==> src/rtl/wb_port_if.sv <==
// -----------------------------------------------------------------------------
// wb_port_if
//   Bundle of every bus signal around the shared register-file write port.
//
//   Handshake rules:
//     A side : a_valid presents a writeback. If a_stall is high in the same
//              cycle, nothing from that request is taken and the requester
//              holds every a_* signal stable and retries the next cycle.
//     B side : a load return transfers on a cycle where b_valid && b_ready.
//              b_ready depends only on registered occupancy.
//     RF side: rd/pc/cpsr write strobes are single-cycle pulses; the data
//              outputs hold their last value while their strobe is low.
//
//   Modports:
//     slave  - the arbiter (consumes requests, drives the register file)
//     master - the surrounding pipeline / memory / register file
//
//   Parameters: DW data width, RW register-number width, QDEPTH FIFO depth
//   (sets the q_count width).
// -----------------------------------------------------------------------------
interface wb_port_if #(
  parameter int DW     = 32,
  parameter int RW     = 4,
  parameter int QDEPTH = 4
);
  logic                          a_valid;
  logic                          a_rd_en;
  logic [RW-1:0]                 a_rd_num;
  logic [DW-1:0]                 a_rd_val;
  logic                          a_pc_en;
  logic [DW-1:0]                 a_pc_val;
  logic                          a_cpsr_en;
  logic [DW-1:0]                 a_cpsr_val;
  logic                          a_stall;

  logic                          b_valid;
  logic                          b_ready;
  logic [RW-1:0]                 b_rd_num;
  logic [DW-1:0]                 b_rd_val;

  logic                          rd_write_en;
  logic [RW-1:0]                 rd_num;
  logic [DW-1:0]                 rd_val;
  logic                          pc_write_en;
  logic [DW-1:0]                 pc_out;
  logic                          cpsr_write_en;
  logic [DW-1:0]                 cpsr_out;
  logic [$clog2(QDEPTH+1)-1:0]   q_count;
  logic                          busy;

  modport slave (
    input  a_valid, a_rd_en, a_rd_num, a_rd_val, a_pc_en, a_pc_val,
           a_cpsr_en, a_cpsr_val, b_valid, b_rd_num, b_rd_val,
    output a_stall, b_ready, rd_write_en, rd_num, rd_val, pc_write_en,
           pc_out, cpsr_write_en, cpsr_out, q_count, busy
  );

  modport master (
    output a_valid, a_rd_en, a_rd_num, a_rd_val, a_pc_en, a_pc_val,
           a_cpsr_en, a_cpsr_val, b_valid, b_rd_num, b_rd_val,
    input  a_stall, b_ready, rd_write_en, rd_num, rd_val, pc_write_en,
           pc_out, cpsr_write_en, cpsr_out, q_count, busy
  );
endinterface

==> src/rtl/wb_port_arbiter.sv <==
// -----------------------------------------------------------------------------
// wb_port_arbiter
//   Shares the single register-file write port (rd, pc, cpsr) between the
//   in-order writeback stage (A) and late load returns (B). B returns are
//   buffered in a QDEPTH-entry FIFO. A normally wins the rd port; a wait
//   counter forces B through after its head has lost MAX_WAIT times, and A
//   is stalled (all-or-nothing) in that cycle.
//
//   Ports:
//     clk    - clock
//     rst_n  - synchronous active-low reset
//     bus    - wb_port_if.slave: A request, B return, register-file outputs,
//              q_count and busy
//     stall_cnt / squash_cnt (only with WB_ARB_STATS_EN) - saturating
//              counts of stalled-A cycles and squashed pops
//
//   Optional feature macro: WB_ARB_STATS_EN
//
//   Outputs are registered: a grant in cycle N writes in cycle N+1.
//   WAW: an accepted A rd write to register X squashes every queued (and
//   same-cycle enqueued) B return to X, since those are older than A.
// -----------------------------------------------------------------------------
module wb_port_arbiter #(
  parameter int QDEPTH   = 4,
  parameter int MAX_WAIT = 3,
  parameter int DW       = 32,
  parameter int RW       = 4
) (
  input  logic        clk,
  input  logic        rst_n,
  wb_port_if.slave    bus
`ifdef WB_ARB_STATS_EN
  ,
  output logic [15:0] stall_cnt,
  output logic [15:0] squash_cnt
`endif
);

  localparam int CW = $clog2(QDEPTH + 1);
  localparam int PW = (QDEPTH > 1) ? $clog2(QDEPTH) : 1;
  localparam int WW = $clog2(MAX_WAIT + 2);

  // FIFO storage and control
  logic [RW-1:0]     num_q [QDEPTH];
  logic [DW-1:0]     val_q [QDEPTH];
  logic [QDEPTH-1:0] sq_q, sq_d;
  logic [PW-1:0]     rd_ptr_q, rd_ptr_d;
  logic [PW-1:0]     wr_ptr_q, wr_ptr_d;
  logic [CW-1:0]     count_q, count_d;
  logic [WW-1:0]     wait_q, wait_d;

  // Registered register-file outputs
  logic              rd_we_q, rd_we_d;
  logic [RW-1:0]     rd_num_q, rd_num_d;
  logic [DW-1:0]     rd_val_q, rd_val_d;
  logic              pc_we_q, pc_we_d;
  logic [DW-1:0]     pc_q, pc_d;
  logic              cpsr_we_q, cpsr_we_d;
  logic [DW-1:0]     cpsr_q, cpsr_d;

  // Arbitration terms
  logic              empty, head_sq, h, a_req, b_win, a_stall;
  logic              a_acc, a_rd_acc, push, pop, b_ready;
  logic [QDEPTH-1:0] ent_valid;

  assign empty    = (count_q == '0);
  assign head_sq  = !empty && sq_q[rd_ptr_q];
  assign h        = !empty && !sq_q[rd_ptr_q];
  assign a_req    = bus.a_valid && bus.a_rd_en;
  assign b_win    = h && (!a_req || (wait_q == WW'(MAX_WAIT)));
  assign a_stall  = a_req && b_win;
  // Any A request that is not stalled is taken, including pc/cpsr-only
  // requests in a cycle where B owns the rd port.
  assign a_acc    = bus.a_valid && !a_stall;
  assign a_rd_acc = a_acc && bus.a_rd_en;
  // No pop credit: readiness is purely the registered occupancy.
  assign b_ready  = (count_q < CW'(QDEPTH));
  assign push     = bus.b_valid && b_ready;
  // A squashed head drains in one cycle regardless of who owns the port.
  assign pop      = b_win || head_sq;

  // Entry i is occupied when its distance from the read pointer is below
  // the occupancy (pointer arithmetic wraps modulo QDEPTH).
  always_comb begin
    ent_valid = '0;
    for (int i = 0; i < QDEPTH; i++) begin
      ent_valid[i] = ({1'b0, PW'(PW'(i) - rd_ptr_q)} < count_q);
    end
  end

  // Squash marking, including the entry being written this cycle.
  always_comb begin
    sq_d = sq_q;
    if (a_rd_acc) begin
      for (int i = 0; i < QDEPTH; i++) begin
        if (ent_valid[i] && (num_q[i] == bus.a_rd_num)) begin
          sq_d[i] = 1'b1;
        end
      end
    end
    if (push) begin
      sq_d[wr_ptr_q] = a_rd_acc && (bus.b_rd_num == bus.a_rd_num);
    end
  end

  // Pointers, occupancy and starvation counter
  always_comb begin
    rd_ptr_d = rd_ptr_q;
    wr_ptr_d = wr_ptr_q;
    count_d  = count_q;
    wait_d   = wait_q;
    if (pop) begin
      rd_ptr_d = rd_ptr_q + PW'(1);
    end
    if (push) begin
      wr_ptr_d = wr_ptr_q + PW'(1);
    end
    case ({push, pop})
      2'b10:   count_d = count_q + CW'(1);
      2'b01:   count_d = count_q - CW'(1);
      default: count_d = count_q;
    endcase
    if (pop || empty) begin
      wait_d = '0;
    end else if (h && !b_win && (wait_q != WW'(MAX_WAIT))) begin
      wait_d = wait_q + WW'(1);
    end
  end

  // Register-file write selection
  always_comb begin
    rd_we_d   = 1'b0;
    rd_num_d  = rd_num_q;
    rd_val_d  = rd_val_q;
    pc_we_d   = 1'b0;
    pc_d      = pc_q;
    cpsr_we_d = 1'b0;
    cpsr_d    = cpsr_q;
    if (b_win) begin
      rd_we_d  = 1'b1;
      rd_num_d = num_q[rd_ptr_q];
      rd_val_d = val_q[rd_ptr_q];
    end else if (a_rd_acc) begin
      rd_we_d  = 1'b1;
      rd_num_d = bus.a_rd_num;
      rd_val_d = bus.a_rd_val;
    end
    if (a_acc && bus.a_pc_en) begin
      pc_we_d = 1'b1;
      pc_d    = bus.a_pc_val;
    end
    if (a_acc && bus.a_cpsr_en) begin
      cpsr_we_d = 1'b1;
      cpsr_d    = bus.a_cpsr_val;
    end
  end

  always_ff @(posedge clk) begin
    if (!rst_n) begin
      sq_q      <= '0;
      rd_ptr_q  <= '0;
      wr_ptr_q  <= '0;
      count_q   <= '0;
      wait_q    <= '0;
      rd_we_q   <= 1'b0;
      rd_num_q  <= '0;
      rd_val_q  <= '0;
      pc_we_q   <= 1'b0;
      pc_q      <= '0;
      cpsr_we_q <= 1'b0;
      cpsr_q    <= '0;
    end else begin
      sq_q      <= sq_d;
      rd_ptr_q  <= rd_ptr_d;
      wr_ptr_q  <= wr_ptr_d;
      count_q   <= count_d;
      wait_q    <= wait_d;
      rd_we_q   <= rd_we_d;
      rd_num_q  <= rd_num_d;
      rd_val_q  <= rd_val_d;
      pc_we_q   <= pc_we_d;
      pc_q      <= pc_d;
      cpsr_we_q <= cpsr_we_d;
      cpsr_q    <= cpsr_d;
    end
  end

  // Payload storage needs no reset: occupancy gates every read.
  always_ff @(posedge clk) begin
    if (push) begin
      num_q[wr_ptr_q] <= bus.b_rd_num;
      val_q[wr_ptr_q] <= bus.b_rd_val;
    end
  end

  assign bus.a_stall       = a_stall;
  assign bus.b_ready       = b_ready;
  assign bus.rd_write_en   = rd_we_q;
  assign bus.rd_num        = rd_num_q;
  assign bus.rd_val        = rd_val_q;
  assign bus.pc_write_en   = pc_we_q;
  assign bus.pc_out        = pc_q;
  assign bus.cpsr_write_en = cpsr_we_q;
  assign bus.cpsr_out      = cpsr_q;
  assign bus.q_count       = count_q;
  assign bus.busy          = !empty || rd_we_q || pc_we_q || cpsr_we_q;

`ifdef WB_ARB_STATS_EN
  logic [15:0] stall_cnt_q, squash_cnt_q;

  always_ff @(posedge clk) begin
    if (!rst_n) begin
      stall_cnt_q  <= '0;
      squash_cnt_q <= '0;
    end else begin
      if (a_stall && (stall_cnt_q != 16'hFFFF)) begin
        stall_cnt_q <= stall_cnt_q + 16'd1;
      end
      if (head_sq && (squash_cnt_q != 16'hFFFF)) begin
        squash_cnt_q <= squash_cnt_q + 16'd1;
      end
    end
  end

  assign stall_cnt  = stall_cnt_q;
  assign squash_cnt = squash_cnt_q;
`endif

endmodule

==> src/flat_wrapper.sv <==
// flat-port wrapper written by rule: the top's interface ports become plain ports
module wb_port_arbiter_flat 
#(
  parameter int QDEPTH   = 4,
  parameter int MAX_WAIT = 3,
  parameter int DW       = 32,
  parameter int RW       = 4
)
  (clk, rst_n, bus_a_valid, bus_a_rd_en, bus_a_rd_num, bus_a_rd_val, bus_a_pc_en, bus_a_pc_val, bus_a_cpsr_en, bus_a_cpsr_val, bus_b_valid, bus_b_rd_num, bus_b_rd_val, bus_a_stall, bus_b_ready, bus_rd_write_en, bus_rd_num, bus_rd_val, bus_pc_write_en, bus_pc_out, bus_cpsr_write_en, bus_cpsr_out, bus_q_count, bus_busy);
  wb_port_if #(.DW(DW), .RW(RW), .QDEPTH(QDEPTH)) bus_i ();
  input  logic clk;
  input  logic rst_n;
  input wire logic [$bits(bus_i.a_valid)-1:0] bus_a_valid;
  input wire logic [$bits(bus_i.a_rd_en)-1:0] bus_a_rd_en;
  input wire logic [$bits(bus_i.a_rd_num)-1:0] bus_a_rd_num;
  input wire logic [$bits(bus_i.a_rd_val)-1:0] bus_a_rd_val;
  input wire logic [$bits(bus_i.a_pc_en)-1:0] bus_a_pc_en;
  input wire logic [$bits(bus_i.a_pc_val)-1:0] bus_a_pc_val;
  input wire logic [$bits(bus_i.a_cpsr_en)-1:0] bus_a_cpsr_en;
  input wire logic [$bits(bus_i.a_cpsr_val)-1:0] bus_a_cpsr_val;
  input wire logic [$bits(bus_i.b_valid)-1:0] bus_b_valid;
  input wire logic [$bits(bus_i.b_rd_num)-1:0] bus_b_rd_num;
  input wire logic [$bits(bus_i.b_rd_val)-1:0] bus_b_rd_val;
  output wire logic [$bits(bus_i.a_stall)-1:0] bus_a_stall;
  output wire logic [$bits(bus_i.b_ready)-1:0] bus_b_ready;
  output wire logic [$bits(bus_i.rd_write_en)-1:0] bus_rd_write_en;
  output wire logic [$bits(bus_i.rd_num)-1:0] bus_rd_num;
  output wire logic [$bits(bus_i.rd_val)-1:0] bus_rd_val;
  output wire logic [$bits(bus_i.pc_write_en)-1:0] bus_pc_write_en;
  output wire logic [$bits(bus_i.pc_out)-1:0] bus_pc_out;
  output wire logic [$bits(bus_i.cpsr_write_en)-1:0] bus_cpsr_write_en;
  output wire logic [$bits(bus_i.cpsr_out)-1:0] bus_cpsr_out;
  output wire logic [$bits(bus_i.q_count)-1:0] bus_q_count;
  output wire logic [$bits(bus_i.busy)-1:0] bus_busy;
  assign bus_i.a_valid = bus_a_valid;
  assign bus_i.a_rd_en = bus_a_rd_en;
  assign bus_i.a_rd_num = bus_a_rd_num;
  assign bus_i.a_rd_val = bus_a_rd_val;
  assign bus_i.a_pc_en = bus_a_pc_en;
  assign bus_i.a_pc_val = bus_a_pc_val;
  assign bus_i.a_cpsr_en = bus_a_cpsr_en;
  assign bus_i.a_cpsr_val = bus_a_cpsr_val;
  assign bus_i.b_valid = bus_b_valid;
  assign bus_i.b_rd_num = bus_b_rd_num;
  assign bus_i.b_rd_val = bus_b_rd_val;
  assign bus_a_stall = bus_i.a_stall;
  assign bus_b_ready = bus_i.b_ready;
  assign bus_rd_write_en = bus_i.rd_write_en;
  assign bus_rd_num = bus_i.rd_num;
  assign bus_rd_val = bus_i.rd_val;
  assign bus_pc_write_en = bus_i.pc_write_en;
  assign bus_pc_out = bus_i.pc_out;
  assign bus_cpsr_write_en = bus_i.cpsr_write_en;
  assign bus_cpsr_out = bus_i.cpsr_out;
  assign bus_q_count = bus_i.q_count;
  assign bus_busy = bus_i.busy;
  wb_port_arbiter #(.QDEPTH(QDEPTH), .MAX_WAIT(MAX_WAIT), .DW(DW), .RW(RW)) u_core (.clk(clk), .rst_n(rst_n), .bus(bus_i));
endmodule
==> config.mk <==
export PLATFORM = sky130hd
export DESIGN_NAME = wb_port_arbiter_flat
export DESIGN_NICKNAME = d
export VERILOG_FILES = /design/src/rtl/wb_port_if.sv /design/src/rtl/wb_port_arbiter.sv /design/src/flat_wrapper.sv
export SDC_FILE = /design/constraint.sdc
export NUM_CORES = 1
export LEC_CHECK = 0
export BUFFER_PORTS_ARGS = -buffer_cell sky130_fd_sc_hd__clkbuf_2
export CAP_MARGIN = 25
export CORE_AREA = 10 10 151 153
export CTS_CLUSTER_DIAMETER = 40
export CTS_CLUSTER_SIZE = 28
export DETAILED_ROUTE_END_ITERATION = 7
export DIE_AREA = 0 0 161 163
export MAX_ROUTING_LAYER = met4
export PLACE_DENSITY = 0.78
export SYNTH_ARGS = -nofsm -noshare
export SYNTH_HDL_FRONTEND = slang
export SYNTH_SLANG_ARGS = --single-unit
==> constraint.sdc <==
create_clock -name clk -period 2.6 [get_ports clk]
set_input_delay 0.39 -clock clk [delete_from_list [all_inputs] [get_ports clk]]
set_output_delay 0.39 -clock clk [all_outputs]
set_load 0.005 [all_outputs]
==> qor.csv <==
stage;metric;value;unit
synth;synth_area_leader_cell;edfxtp_1;
floorplanning;initial_core_util;51.6;%
timing;hold_violations;0;
route;drc;0;
clocking;htreeDepth;2;
timing;rsz0062_at_grt;no;
layout;final_util;65.8;%
setup_path;cp-end-kind;output pin;
synth;syn-num-nets;968;
timing;setup_ws;0.0533;ns
power_and_ir_drop;total_power;13.6;mW
global_routing;gr-total-overflow;0;
floorplanning;die_h;163;µm
layout;fillers;1466;
route;first_iter_violations;497;
route;wl;26300;µm
global_routing;grt_pass1_vias;7384;
setup_path;worstReg2RegStart;u_core.wait_q[0]$_SDFFE_PP0P_;
synth;synth-seq-cells;263;
hold_path;hold_path.class;in -> reg;
layout;stdcell_count;1368;
global_routing;grt_pass1_wl;40200;µm
clocking;clk_path_buf_depth;3;
placed_design;hpwlAfterDp;17400;µm
run_status;status;complete, no violations;
synth;synthArstFlopShare;0;%
synth;ys_seq_area_share;65.3;%
layout;syn_to_final_growth;27.7;%
layout;multi_input_area;0.00322;mm²
route;viasPerCell;5.28;
placed_design;placed_area;0.0118;mm²
synth;syn-cell-area;0.0103;mm²
synth;synth_edf_count;144;
hold_path;min_from;bus_b_rd_val[11];
synth;synth_cell_types;37;
clocking;cts_buffers;34;
layout;final_area;0.0131;mm²
placed_design;preCtsSetupSlack;0.253;ns
power_and_ir_drop;ir_worst_vdd;0.000633;V
placed_design;place_congestion;0.815;
timing;fin_crit_sh;97.9;%
global_routing;grt_max_degree;47;
floorplanning;die_x;161;µm
clocking;worst_skew_pair.late_latency;0.51;ns
power_and_ir_drop;p_per_area;1040;mW/mm²
route;wire_per_inst;19.2;µm
layout;drive_gt1_share;36.4;%
timing;slew_viol_final;0;
power_and_ir_drop;power.leakage;5.16;nW
clocking;clk_pin_slew;0.07;ns
synth;synthTopCellsByArea;edfxtp_1 (42%), dfxtp_1 (23%), mux4_2 (8.1%);
floorplanning;coreArea;0.0199;mm²
setup_path;crit_type;reg -> out;
floorplanning;num_io_pins;252;
timing;worst_pin_slew;0.590;ns
global_routing;antenna_found_initial;4;
timing;max-slew-margin-rel;60.5;%
timing;hold_ws;0.0954;ns
setup_path;crit_fanout;3;
route;vias;7226;
layout;regArea;0.00671;mm²
setup_path;cp-startpoint;u_core.rd_ptr_q[0]$_SDFFE_PN0N_;
clocking;cts_tree;built;
synth;syn_inst;813;
timing;finalSetupViolations;0;
synth;synth_ff_type;edfxtp_1;
clocking;numClockSinks;263;
layout;layout.nets;1225;
setup_path;critPathLaunchType;register;
route;antenna_left;0;
placed_design;dpl.cell_count;1303;
timing;clock.fmax;393;MHz
clocking;postCtsHoldBufs;0;
setup_path;worstPathArrival;2.16;ns
route;first_pass_iters;5;
floorplanning;dieArea;0.0262;mm²
global_routing;track_usage;19.8;%
synth;synth.top_cell.area_share;42.1;%
placed_design;numPortBuffers;251;
hold_path;holdPathStages;1;
setup_path;r2r_cells;11;
synth;ys_warn_count;0;
synth;avgSynthCellArea;12.6;µm²
timing;min_period;2.55;ns
flow_run;maxCapViolCount;0;
setup_path;worstPathRequired;2.21;ns
layout;final_common_cell;clkbuf_2;
timing;final.setup.tns;0;ns
floorplanning;num_rows;52;
layout;final_cell_mix;clkbuf_2 (251), nand2_1 (204), edfxtp_1 (144);
timing;clock_skew;0.0279;ns
clocking;root_buffer;clkbuf_16;
==> Yosys cell counts, types with 2 or more instances <==
cell and instances:
clkbuf_1 26, inv_1 13, o21ai_0 34, edfxtp_1 144
a221oi_1 4, o311ai_4 2, nor2_1 19, or4_1 2
buf_1 6, mux4_2 37, buf_6 8, ha_1 11
nand2_1 204, dfxtp_1 119, xor2_1 23, a21oi_1 58
and2_1 5, o211ai_1 4, a31oi_1 36, nor4_1 5
nor3_4 2, o21ai_1 5, a21oi_2 13, buf_4 4
or3_1 3, xnor2_1 3, buf_2 11, o311a_1 3
==> kinds of logic after synthesis <==
family,Yosys count,share of synthesized area [%]
AOI/OAI and AO/OA,160,9.63
xor gates and xnor gates,26,2.22
adders and majority gates,12,1.54
buffers and inverters,70,3.44
DFF,263,65.3
muxes,37,8.12
and+or+nand+nor,245,9.74
==> report_power, final <==
group,internal (mW),switching (mW)
clock network,3.24,1.83
logic,1.32,1.91
registers,5.02,0.263
total,9.57,4.00
==> state kept, by name, summed over array words and instances, names as in the netlist, 2 cells and up, named ones only <==
name / count
u_core.bus.rd_val: 32
u_core.bus.q_count: 3
u_core.bus.cpsr_out: 32
u_core.wr_ptr_q: 2
u_core.num_q: 16
u_core.sq_q: 4
u_core.rd_ptr_q: 2
u_core.wait_q: 3
u_core.val_q: 128
u_core.bus.pc_out: 32
u_core.bus.rd_num: 4
==> routing by layer <==
metal	share of wire, %	vias up	global-route usage, %
met5	0	-	-
li1	-	3447	-
met2	51	263	33.2
met3	6.8	53	5.06
met1	39	3463	22.6
met4	2.8	0	7.44
==> what timing repair did <==
| item | in CTS | in global routing |
|---|---|---|
| pin swaps | 0 | 0 |
| setup buffers | 1 | 0 |
| setup endpoints to repair | 1 | 1 |
| gates resized for setup | 4 | 1 |
==> worst max-delay path, cell delays in order, from the launching register on <==
cell      delay [ns]
dfxtp_2         0.34
mux4_2          0.53
buf_8           0.14
or3_4           0.41
nor2_2          0.11
clkbuf_2        0.14
==> layout make-up <==
| type | count | area share, % |
|---|---|---|
| antenna | 4 | 0.0764 |
| clock buffer | 39 | 7.12 |
| clock inverter | 21 | 2.44 |
| inverter | 14 | 0.401 |
| multi-input combinational | 480 | 24.6 |
| sequential | 263 | 51.2 |
| tap | 270 | 2.58 |
| timing repair buffer | 277 | 11.6 |
==> path summary, 6_finish.rpt <==
kind	endpoint	slack, ns
worst max-delay path	bus_a_stall	0.05
worst min register to register	u_core.wait_q[0]$_SDFFE_PP0P_	0.43
worst min-delay path	u_core.val_q[1][11]$_DFFE_PP_	0.1
worst max register to register	u_core.bus.q_count[2]$_SDFFE_PN0P_	0.16
No activity file was read; power rests on OpenSTA's default activity.
